===== src/rtl/twos_conv_pkg.sv =====
// Shared definitions for the two's-complement encoder/decoder pair.
package twos_conv_pkg;

  localparam int unsigned DEFAULT_W = 8;

  typedef enum logic [1:0] {
    IDLE = 2'd0,
    CONV = 2'd1,
    DONE = 2'd2
  } state_t;

  // Most-negative two's-complement pattern of width w, right-aligned in 32 bits.
  function automatic logic [31:0] min_neg(input int unsigned w);
    return 32'(1) << (w - 1);
  endfunction

endpackage


===== src/rtl/serial_negate_cell.sv =====
// One-bit serial negator: copies bits up to and including the first one, then
// inverts the rest when neg is set.
module serial_negate_cell (
  input  logic clk,
  input  logic rst_n,
  input  logic clr,
  input  logic en,
  input  logic neg,
  input  logic bit_in,
  output logic bit_out
);

  logic r_seen_one;

  always_ff @(posedge clk or negedge rst_n) begin
    if (!rst_n) begin
      r_seen_one <= 1'b0;
    end else if (clr) begin
      r_seen_one <= 1'b0;
    end else if (en) begin
      r_seen_one <= r_seen_one | bit_in;
    end
  end

  assign bit_out = neg ? (bit_in ^ r_seen_one) : bit_in;

endmodule


===== src/rtl/twos_to_signmag_serial.sv =====
// Bit-serial two's-complement to sign-magnitude decoder with valid/ready on
// both sides; one operand bit is processed per clock, LSB first.
module twos_to_signmag_serial
  import twos_conv_pkg::*;
#(
  parameter int unsigned W = DEFAULT_W
) (
  input  logic         clk,
  input  logic         rst_n,
  input  logic         in_valid,
  output logic         in_ready,
  input  logic [W-1:0] in_data,
  output logic         out_valid,
  input  logic         out_ready,
  output logic         out_sign,
  output logic [W-1:0] out_mag,
  output logic         out_min_neg,
  output logic         busy
);

  localparam int unsigned   CW      = $clog2(W) + 1;
  localparam logic [CW-1:0] LAST    = CW'(W - 1);
  localparam logic [W-1:0]  MIN_NEG = W'(min_neg(W));

  state_t        r_state;
  state_t        w_state_nxt;
  logic [W-1:0]  r_sh;
  logic [W-1:0]  r_mag;
  logic [CW-1:0] r_cnt;
  logic          r_sign;
  logic          r_min_neg;
  logic          r_in_ready;
  logic          r_out_valid;
  logic          w_accept;
  logic          w_conv;
  logic          w_bit_out;

  // r_in_ready is only ever set while in IDLE, so it doubles as the IDLE qualifier.
  assign w_accept = r_in_ready & in_valid;
  assign w_conv   = (r_state == CONV);

  always_comb begin
    w_state_nxt = r_state;
    unique case (r_state)
      IDLE:    if (w_accept)         w_state_nxt = CONV;
      CONV:    if (r_cnt == LAST)    w_state_nxt = DONE;
      DONE:    if (out_ready)        w_state_nxt = IDLE;
      default:                       w_state_nxt = IDLE;
    endcase
  end

  // Handshake flags are registered from the next state so they stay low in reset
  // and never depend combinationally on the inputs.
  always_ff @(posedge clk or negedge rst_n) begin
    if (!rst_n) begin
      r_state     <= IDLE;
      r_in_ready  <= 1'b0;
      r_out_valid <= 1'b0;
    end else begin
      r_state     <= w_state_nxt;
      r_in_ready  <= (w_state_nxt == IDLE);
      r_out_valid <= (w_state_nxt == DONE);
    end
  end

  always_ff @(posedge clk or negedge rst_n) begin
    if (!rst_n) begin
      r_sh      <= '0;
      r_mag     <= '0;
      r_cnt     <= '0;
      r_sign    <= 1'b0;
      r_min_neg <= 1'b0;
    end else if (w_accept) begin
      r_sh      <= in_data;
      r_sign    <= in_data[W-1];
      r_cnt     <= '0;
      r_min_neg <= (in_data == MIN_NEG);
    end else if (w_conv) begin
      r_sh  <= r_sh >> 1;
      r_mag <= {w_bit_out, r_mag[W-1:1]};
      r_cnt <= r_cnt + 1'b1;
    end
  end

  serial_negate_cell u_neg (
    .clk     (clk),
    .rst_n   (rst_n),
    .clr     (w_accept),
    .en      (w_conv),
    .neg     (r_sign),
    .bit_in  (r_sh[0]),
    .bit_out (w_bit_out)
  );

  assign in_ready    = r_in_ready;
  assign out_valid   = r_out_valid;
  assign out_sign    = r_sign;
  assign out_mag     = r_mag;
  assign out_min_neg = r_min_neg;
  assign busy        = (r_state != IDLE);

endmodule


===== config.mk =====
export PLATFORM = sky130hd
export DESIGN_NAME = twos_to_signmag_serial
export DESIGN_NICKNAME = d
export VERILOG_FILES = /design/src/rtl/twos_conv_pkg.sv /design/src/rtl/serial_negate_cell.sv /design/src/rtl/twos_to_signmag_serial.sv
export SDC_FILE = /design/constraint.sdc
export NUM_CORES = 1
export LEC_CHECK = 0
export ABC_AREA = 1
export BUFFER_PORTS_ARGS = -buffer_cell sky130_fd_sc_hd__buf_2
export CORE_MARGIN = 2
export CORE_UTILIZATION = 50
export CTS_CLUSTER_DIAMETER = 40
export DETAILED_ROUTE_END_ITERATION = 7
export GPL_TIMING_DRIVEN = 0
export PLACE_DENSITY = 0.71
export SYNTH_ARGS = -nofsm -noshare
export SYNTH_HDL_FRONTEND = slang
export SYNTH_SLANG_ARGS = --single-unit
export TNS_END_PERCENT = 100

===== constraint.sdc =====
create_clock -name clk -period 2.12 [get_ports clk]
set_clock_uncertainty 0.15 [all_clocks]
set_input_delay 0.318 -clock clk [delete_from_list [all_inputs] [get_ports clk]]
set_output_delay 0.318 -clock clk [all_outputs]
set_load 0.02 [all_outputs]

==> flow_summary.toml, run 1 <==
[yosys]
synth_area_sq_mm = 0.00118
yosysSeqAreaShare_pct = 57.3
dominant_combinational_cell_family_by_area_after_synthesis = "simple AND/OR/NAND/NOR gates"
synth-compound-area-share_pct = 6.68
synth.avg_cell_area_sq_um = 8.94
synth_seq_cells = 27
synth_adder_area_share_pct = 2.12
synth-xor-area-share_pct = 0.742
synth_async_sr_flop_share_pct = 100
synth.top_cells.by_count = "nand2_1 (52), dfrtp_1 (27), inv_1 (9), nand3_1 (9), nor2_1 (9)"
syn_nets = 146
yosys.cell_count.top_type = "nand2_1"
ys_warn_count = 0
synth_cells = 132
post_synth_main_area_contributors = "dfrtp_1 (57%), nand2_1 (17%), nand3_1 (3.8%)"
post_synth_edffs = 0
synth_top_area_share_pct = 57.3
synth.lib_cells_used.distinct = 20
synth.mux.area_fraction_pct = 0
synth_top_area_cell = "dfrtp_1"
synthSimpleGateAreaFrac_pct = 27.4
synth_ff_type = "dfrtp_1"

[timing]
hold_violations = 0
layout_min_cycle_time_ps = 1540
grt_setup_unrepaired = "false"
upper_clock_frequency_limit_mhz = 651
final-setup-viol-count = 0
fin_setup_tns_ps = 0
finalCritPeriodShare_pct = 72.4
worst_slew_pin_slew_ps = 590
finalMaxSlewViolations = 0
slew_headroom_pct = 60.6
layout_setup_ws_ps = 584

[global_route]
grt_first_pass_wirelength_um = 3890
globalRouteMet2Util_pct = 30.2
globalRouteMet1Util_pct = 25.4
global_route.overflow_total = 0
grt_start_max_net_pins = 28
met3_layer_usage_reported_by_global_route_pct = 2.86
grt_antenna_before_repair = 0
grt_pass1_vias = 934
grt.total_usage_pct = 19.1
grt_most_used_layer = "met2"

[hold_path]
worst_hold_path_type = "in -> reg"
worst_hold_path.num_cells = 2

[cts]
htree_levels = 1
clock_tree.buffer_depth = 2
tritoncts_clock_tree = "yes"
clkLatencyLatePin_ps = 320
cts_made_buffers = 3
clk_pin_slew_worst_paths_ps = 150
clkSinkCount = 27
clock-root-buffer = "clkbuf_4"

[power]
worst_vdd_ir_mv = 0.905
clock_power_share_pct = 11.8
proportion_of_total_power_due_to_net_switching_pct = 43.0
switchingPower_uw = 822
leakage_uw = 0.000737
post_layout_power_uw = 1910
power.internal_uw = 1090
comb_power_share_pct = 44.8
p_per_area_mw_per_mm2 = 1390
power.sequential.fraction_pct = 43.4

[routing]
drt_iter0_markers = 10
drc_errors = 0
vias = 932
detail_route.vias_per_cell = 4.93
drt.antenna.violating_nets = 0
wl_per_cell_um = 11.7
dr.pass1.iters = 4
postRouteWirelength_um = 2200

[placement]
port_buffers = 24
place_ws_ps = 723
place_congestion = 0.817
dp_hpwl_um = 1630
placedCellCount = 184
placement_stage_cell_area_sq_mm = 0.00134

[finish]
antenna_cells_inserted = 0
areaGrowthSynthToFinish_pct = 16.5
multi_input_comb_area_sq_um = 435
ff_latch_area_sq_um = 676
final_nets = 176
final_cell_count_no_fill = 189
postLayoutCellArea_sq_mm = 0.00138
num-fill-cells = 202
layout-drive-gt1-share_pct = 23.6

[flow_run]
drv.max_cap_violation_count = 0

[die]
floorplan.io_pins = 25
design.core.area_sq_mm = 0.00221
core.rowCount = 17
die_x_um = 52.6
die_h_um = 52.6
initial_utilization_pct = 53.3
floorplan.die_area_sq_mm = 0.00276

[critical_path]
timing.critical_path.arrival_ps = 1070
critPathCaptureType = "output port"
timing.critical_path.from_type = "flip-flop"
highest_net_fanout_along_the_worst_path = 3
worst-r2r-cell-count = 6
critPathKind = "reg -> out"
worst_path_required_ps = 1650

[run_status]
outcome = "complete, no violations"
## repair_timing
action / in CTS / in global routing
buffers inserted: 0 / 0
endpoints found under the hold margin: 27 / 0
setup endpoints to repair: 0 / 0
gates resized for setup: 0 / 0
hold buffers: 1 / 0
## kinds of logic (layout without fill, tap and decap cells)
family	Yosys count	in the layout
AO/OA/AOI/OAI	13	13
XOR/XNOR	1	1
flip-flops	27	27
buffers and inverters	14	43
adder cells (fa/ha/maj)	2	2
AND/OR/NAND/NOR	75	75
## worst max-delay path: stages, from the launching register on
cell and delay, ps:
dfrtp_1 450, inv_1 80, nand2_1 60, buf_2 150
## layer usage
layer / routed length, um / vias up
met5: 0 / -
met4: 24 / 0
met3: 87 / 4
met2: 1020 / 22
met1: 1070 / 431
li1: - / 475
## worst paths after layout
| path | from | to | slack, ps |
|---|---|---|---|
| worst max-delay path | r_state[0] | busy | 580 |
| max in group asynchronous | rst_n | r_sh[6] | 1080 |
| worst min register to register | out_mag[0] | out_mag[0] | 340 |
| worst max register to register | in_ready | out_mag[3] | 750 |
| min in group asynchronous | rst_n | out_mag[1] | 350 |
| worst min-delay path | out_ready | out_valid | 40 |
## power by group through the flow
stage	clock, uW	combinational [uW]	sequential [uW]
after floorplan	0	554	906
after global placement	0	835	831
after detailed placement	0	868	843
after CTS	236	871	832
after global routing	252	975	860
final	225	856	830
## registers in the layout, indices dropped and copies added (netlist names)
signal / flops
in_ready: 1
r_cnt: 4
out_mag: 8
out_min_neg: 1
r_state: 2
r_sh: 8
out_sign: 1
u_neg.r_seen_one: 1
out_valid: 1
## cell usage in the layout (no fill, tap or decap), types with 2 or more instances in the layout
master / instances
nand2_1: 52
dfrtp_1: 27
buf_2: 24
inv_1: 9
nand3_1: 9
nor2_1: 9
o21ai_0: 5
inv_2: 3
o22ai_1: 3
clkbuf_4: 3
o21ai_1: 2
o21ai_2: 2
ha_1: 2
## stage by stage
| stage | hold WS (ps) | util [%] |
|---|---|---|
| final | 39.2 | 62.2 |
| after CTS | 22.8 | 62.2 |
| after global placement | 204 | 60.4 |
| after floorplan | -128 | - |
| after global routing | 20.1 | 62.2 |
| after detailed placement | 206 | 60.4 |
## area by class of cell
| type | count | area share, % |
|---|---|---|
| well taps | 28 | 2.55 |
| plain buffers | 1 | 1.09 |
| flip-flops and latches | 27 | 49.1 |
| clock inverters | 1 | 0.546 |
| clock buffers | 3 | 1.64 |
| repair buffers | 25 | 9.46 |
| inverters | 13 | 3.91 |
| multi-input cells | 91 | 31.7 |
Note: power is estimated with default switching activity, not from simulation.
==> inputs of run 2 (changes only) <==
--- a/config.mk
+++ b/config.mk
@@ -8,11 +8,11 @@
 export ABC_AREA = 1
 export BUFFER_PORTS_ARGS = -buffer_cell sky130_fd_sc_hd__buf_2
 export CORE_MARGIN = 2
-export CORE_UTILIZATION = 50
+export CORE_UTILIZATION = 47
 export CTS_CLUSTER_DIAMETER = 40
 export DETAILED_ROUTE_END_ITERATION = 7
 export GPL_TIMING_DRIVEN = 0
-export PLACE_DENSITY = 0.71
+export PLACE_DENSITY = 0.7
 export SYNTH_ARGS = -nofsm -noshare
 export SYNTH_HDL_FRONTEND = slang
 export SYNTH_SLANG_ARGS = --single-unit
==> constraint.sdc (replaced) <==
create_clock -name clk -period 1.4 [get_ports clk]
set_clock_uncertainty 0.15 [all_clocks]
set_input_delay 0.21 -clock clk [delete_from_list [all_inputs] [get_ports clk]]
set_output_delay 0.21 -clock clk [all_outputs]
set_load 0.02 [all_outputs]
==> flow_summary.toml, run 2 (synthesis results as in run 1) <==
[die]
core.rowCount = 18
floorplan.io_pins = 25
initial_utilization_pct = 48.5
die_h_um = 54.1
floorplan.die_area_sq_mm = 0.00293
design.core.area_sq_mm = 0.00243
die_x_um = 54.1

[run_status]
outcome = "complete, no violations"

[finish]
final_common_cell = "nand2_1"
antenna_cells_inserted = 0
areaGrowthSynthToFinish_pct = 26.6
multi_input_comb_area_sq_um = 440
layout-drive-gt1-share_pct = 23.8
num-fill-cells = 218
layout.cells.most_common_list = "nand2_1 (52), dfrtp_1 (27), buf_2 (23)"
final_nets = 187
postLayoutCellArea_sq_mm = 0.00149
final_cell_count_no_fill = 202
ff_latch_area_sq_um = 676

[critical_path]
rrSetupSlack_ps = 60
timing.critical_path.from_type = "flip-flop"
worst_path_required_ps = 1040
critPathKind = "reg -> out"
critPathCaptureType = "output port"
timing.critical_path.arrival_ps = 1000
highest_net_fanout_along_the_worst_path = 2

[timing]
fin_hold_ws_ps = 73.4
fin_setup_tns_ps = 0
layout_min_cycle_time_ps = 1360
hold_violations = 0
finalMaxSlewViolations = 0
final-setup-viol-count = 0
finalCritPeriodShare_pct = 97.4
layout_setup_ws_ps = 36.5
slew_headroom_pct = 60.5
worst_slew_pin_slew_ps = 592
upper_clock_frequency_limit_mhz = 733
grt_setup_unrepaired = "false"

[global_route]
grt_antenna_before_repair = 0
grt_first_pass_wirelength_um = 3560
grt_start_max_net_pins = 28
grt.total_usage_pct = 17.1
global_route.overflow_total = 0
grt_pass1_vias = 853

[routing]
detail_route.vias_per_cell = 4.88
drt_iter0_markers = 22
postRouteWirelength_um = 2280
drc_errors = 0
wl_per_cell_um = 11.3
dr.pass1.iters = 4
vias = 985
drt.antenna.violating_nets = 0

[power]
proportion_of_total_power_due_to_net_switching_pct = 42.5
leakage_uw = 0.000794
clock_power_share_pct = 11.1
comb_power_share_pct = 46.6
power.internal_uw = 1700
worst_vdd_ir_mv = 1.18
power.sequential.fraction_pct = 42.3
switchingPower_uw = 1260
p_per_area_mw_per_mm2 = 1980

[cts]
clkSinkCount = 27
clkLatencyLatePin_ps = 320
htree_levels = 1
clk_pin_slew_worst_paths_ps = 140
clock-root-buffer = "clkbuf_4"
tritoncts_clock_tree = "yes"
clock_tree.buffer_depth = 2
cts_made_buffers = 3

[hold_path]
worst_hold_path_type = "in -> reg"

[flow_run]
drv.max_cap_violation_count = 0

[placement]
port_buffers = 24
place_ws_ps = 51.6
dp_hpwl_um = 1550
placedCellCount = 186
placement_stage_cell_area_sq_mm = 0.00134
place_congestion = 0.694
run 2: worst paths after layout:
check                               to        from  cells after the start
max                               busy  r_state[0]                      3
min                        out_min_neg    in_valid                      4
max reg2reg                 out_mag[2]    in_ready                      5
min reg2reg                 out_mag[0]  out_mag[0]                      2
max in group asynchronous   out_mag[4]       rst_n                      2
min in group asynchronous   out_mag[0]       rst_n                      2
run 2: power by group through the flow:
stage / clock (uW) / combinational [uW] / sequential (uW)
final: 329 / 1380 / 1250
after detailed placement: 0 / 1310 / 1260
after global routing: 369 / 1540 / 1280
after CTS: 343 / 1370 / 1240
after global placement: 0 / 1270 / 1260
after floorplan: 0 / 839 / 1370
run 2: repair_timing:
item,4_1_cts,5_1_grt
pin swaps,0,2
resized for setup,0,5
hold buffers,10,0
setup endpoints to repair,1,11
buffers inserted,2,0
endpoints found under the hold margin,39,0
run 2: area by class of cell:
cell class / count / share of cell area (%)
clock inverters: 1 / 0.335
multi-input cells: 91 / 29.5
plain buffers: 1 / 1.01
well taps: 30 / 2.51
repair buffers: 36 / 16.2
inverters: 13 / 3.77
flip-flops and latches: 27 / 45.2
clock buffers: 3 / 1.51
run 2: layer usage:
layer	vias to the layer above	routed length [um]	track usage [%]
met5	-	0	0
li1	497	-	-
met1	458	1100	22.8
met2	26	1040	27.4
met4	0	31	7.92
met3	4	108	2.50
run 2: worst max-delay path: stages, from the launching register on:
cell	delay, ps
dfrtp_1	420
inv_2	60
nand2_1	70
buf_6	130
run 2: stage by stage:
stage                     power [uW]  utilization, %
after floorplan                 2210               -
after global placement          2520            55.0
after detailed placement        2570            55.0
after CTS                       2950            60.9
after global routing            3190            61.4
final                           2960            61.4
==> inputs of run 3 (changes only) <==
--- a/config.mk
+++ b/config.mk
@@ -12,7 +12,7 @@
 export CTS_CLUSTER_DIAMETER = 40
 export DETAILED_ROUTE_END_ITERATION = 7
 export GPL_TIMING_DRIVEN = 0
-export PLACE_DENSITY = 0.7
+export PLACE_DENSITY_LB_ADDON = 0.08
 export SYNTH_ARGS = -nofsm -noshare
 export SYNTH_HDL_FRONTEND = slang
 export SYNTH_SLANG_ARGS = --single-unit
==> flow_summary.toml, run 3 (synthesis results as in run 1) <==
[timing]
upper_clock_frequency_limit_mhz = 732
grt_setup_unrepaired = "true"
final-setup-viol-count = 0
worst_slew_pin_slew_ps = 595
layout_min_cycle_time_ps = 1370
hold_violations = 0
layout_setup_ws_ps = 33.2
finalCritPeriodShare_pct = 97.6
slew_headroom_pct = 60.4
finalMaxSlewViolations = 0

[cts]
clkLatencyLatePin_ps = 320
tritoncts_clock_tree = "yes"
clkSinkCount = 27
clk_pin_slew_worst_paths_ps = 140
htree_levels = 1
clock_tree.buffer_depth = 2
clock-root-buffer = "clkbuf_4"
cts_made_buffers = 3

[run_status]
outcome = "complete, no violations"

[routing]
drt.antenna.violating_nets = 0
met2_wirelength_um = 1150
detail_route.vias_per_cell = 4.94
vias = 1023
drt_iter0_markers = 20
dr.pass1.iters = 4
met1Wirelength_um = 1080
wl_per_cell_um = 11.3
postRouteWirelength_um = 2340
topRoutingLayerUsed = "met4"
drc_errors = 0
met3_length_um = 85

[flow_run]
drv.max_cap_violation_count = 0

[global_route]
grt_antenna_before_repair = 0
global_route.overflow_total = 0
grt.total_usage_pct = 19.3
grt_pass1_vias = 988
grt_first_pass_wirelength_um = 4020
grt_start_max_net_pins = 28

[finish]
final_common_cell = "nand2_1"
antenna_cells_inserted = 0
layout.cells.most_common_list = "nand2_1 (50), dfrtp_1 (27), buf_2 (23)"
layout-drive-gt1-share_pct = 26.0
final_cell_count_no_fill = 207
areaGrowthSynthToFinish_pct = 31.2
final_nets = 192

[critical_path]
critical_path.top_delay_family = "flip-flops"
critPathCaptureType = "output port"
critPathKind = "reg -> out"
worst-r2r-cell-count = 5
path_depth = 3
timing.critical_path.arrival_ps = 1010
timing.critical_path.from_type = "flip-flop"
cells_along_the_critical_path = "inv_2, nand2_2, buf_6"
timing.critical_path.buf_inv = 2
highest_net_fanout_along_the_worst_path = 2
rrSetupSlack_ps = 70
cp_slowest_stage_delay_ps = 410
worst_path_required_ps = 1040
crit_slowest_cell = "dfrtp_1"

[die]
floorplan.io_pins = 25
floorplan.die_area_sq_mm = 0.00293
die_x_um = 54.1
die_h_um = 54.1
initial_utilization_pct = 48.5
core.rowCount = 18
design.core.area_sq_mm = 0.00243

[placement]
placedCellCount = 186
place_congestion = 0.734
port_buffers = 24
dp_hpwl_um = 1580
place_ws_ps = 26.5

[power]
leakage_uw = 0.000824
worst_vdd_ir_mv = 1.28
p_per_area_mw_per_mm2 = 1990

[hold_path]
worst_hold_path_type = "in -> reg"
worst_hold_path.num_cells = 4
## run 3: cell types whose count changed in the layout (fill, tap and decap cells not counted), sizes merged
cell	before	now
clkbuf	3	4
clkinv	1	0
buf	27	32
## run 3: through the flow
step / total power, uW / util [%] / area (sq um) / hold slack [ps] / setup TNS [ps]
4_1_cts: 2980 / 61.8 / 1500 / 56.3 / -0.0295
2_1_floorplan: 2210 / - / 1180 / -236 / 0
5_1_grt: 3360 / 63.6 / 1550 / 60.2 / -13.8
3_5_place_dp: 2580 / 55.0 / 1340 / 104 / 0
3_3_place_gp: 2530 / 55.0 / 1340 / 101 / 0
6_report: 3080 / 63.6 / 1550 / 61.8 / 0
## run 3: power breakdown
group | leakage (uW) | total, uW | switching (uW) | internal (uW)
Sequential | 0.000349 | 1240 | 168 | 1070
Clock | 0.0000150 | 334 | 222 | 112
Combinational | 0.000460 | 1510 | 893 | 619
Total | 0.000824 | 3080 | 1280 | 1800
## run 3: what timing repair did
item                                    CTS  global route
hold buffers                             10             0
resized for setup                         1             5
endpoints found under the setup margin    2            15
endpoints found under the hold margin    39             0
setup buffers                             3             4
pin swaps                                 0             2
## run 3: worst paths after layout
kind / from / endpoint
max: r_state[1] / busy
min reg2reg: r_sh[7] / r_sh[7]
min: in_valid / r_cnt[3]
max reg2reg: in_ready / out_mag[4]
max in group asynchronous: rst_n / out_mag[6]
min in group asynchronous: rst_n / out_mag[0]
## run 3: metal layers
| metal | vias up | GRT usage [%] |
|---|---|---|
| met5 | - | 0 |
| met4 | 0 | 8.75 |
| met1 | 489 | 21.4 |
| li1 | 507 | - |
| met2 | 25 | 36.0 |
| met3 | 2 | 2.78 |
## run 3: worst min-delay path, stage by stage
cell,delay (ps)
buf_2,100
nand2_4,90
nand2_1,80
nor2_1,30
## run 3: final cells by class
class                      count  area, sq um
buffer                         1         15.0
inverter                      13         56.3
multi-input combinational     91          445
timing repair buffer          41          292
tap                           30         37.5
sequential                    27          676
clock buffer                   4         26.3
fill                         224          885
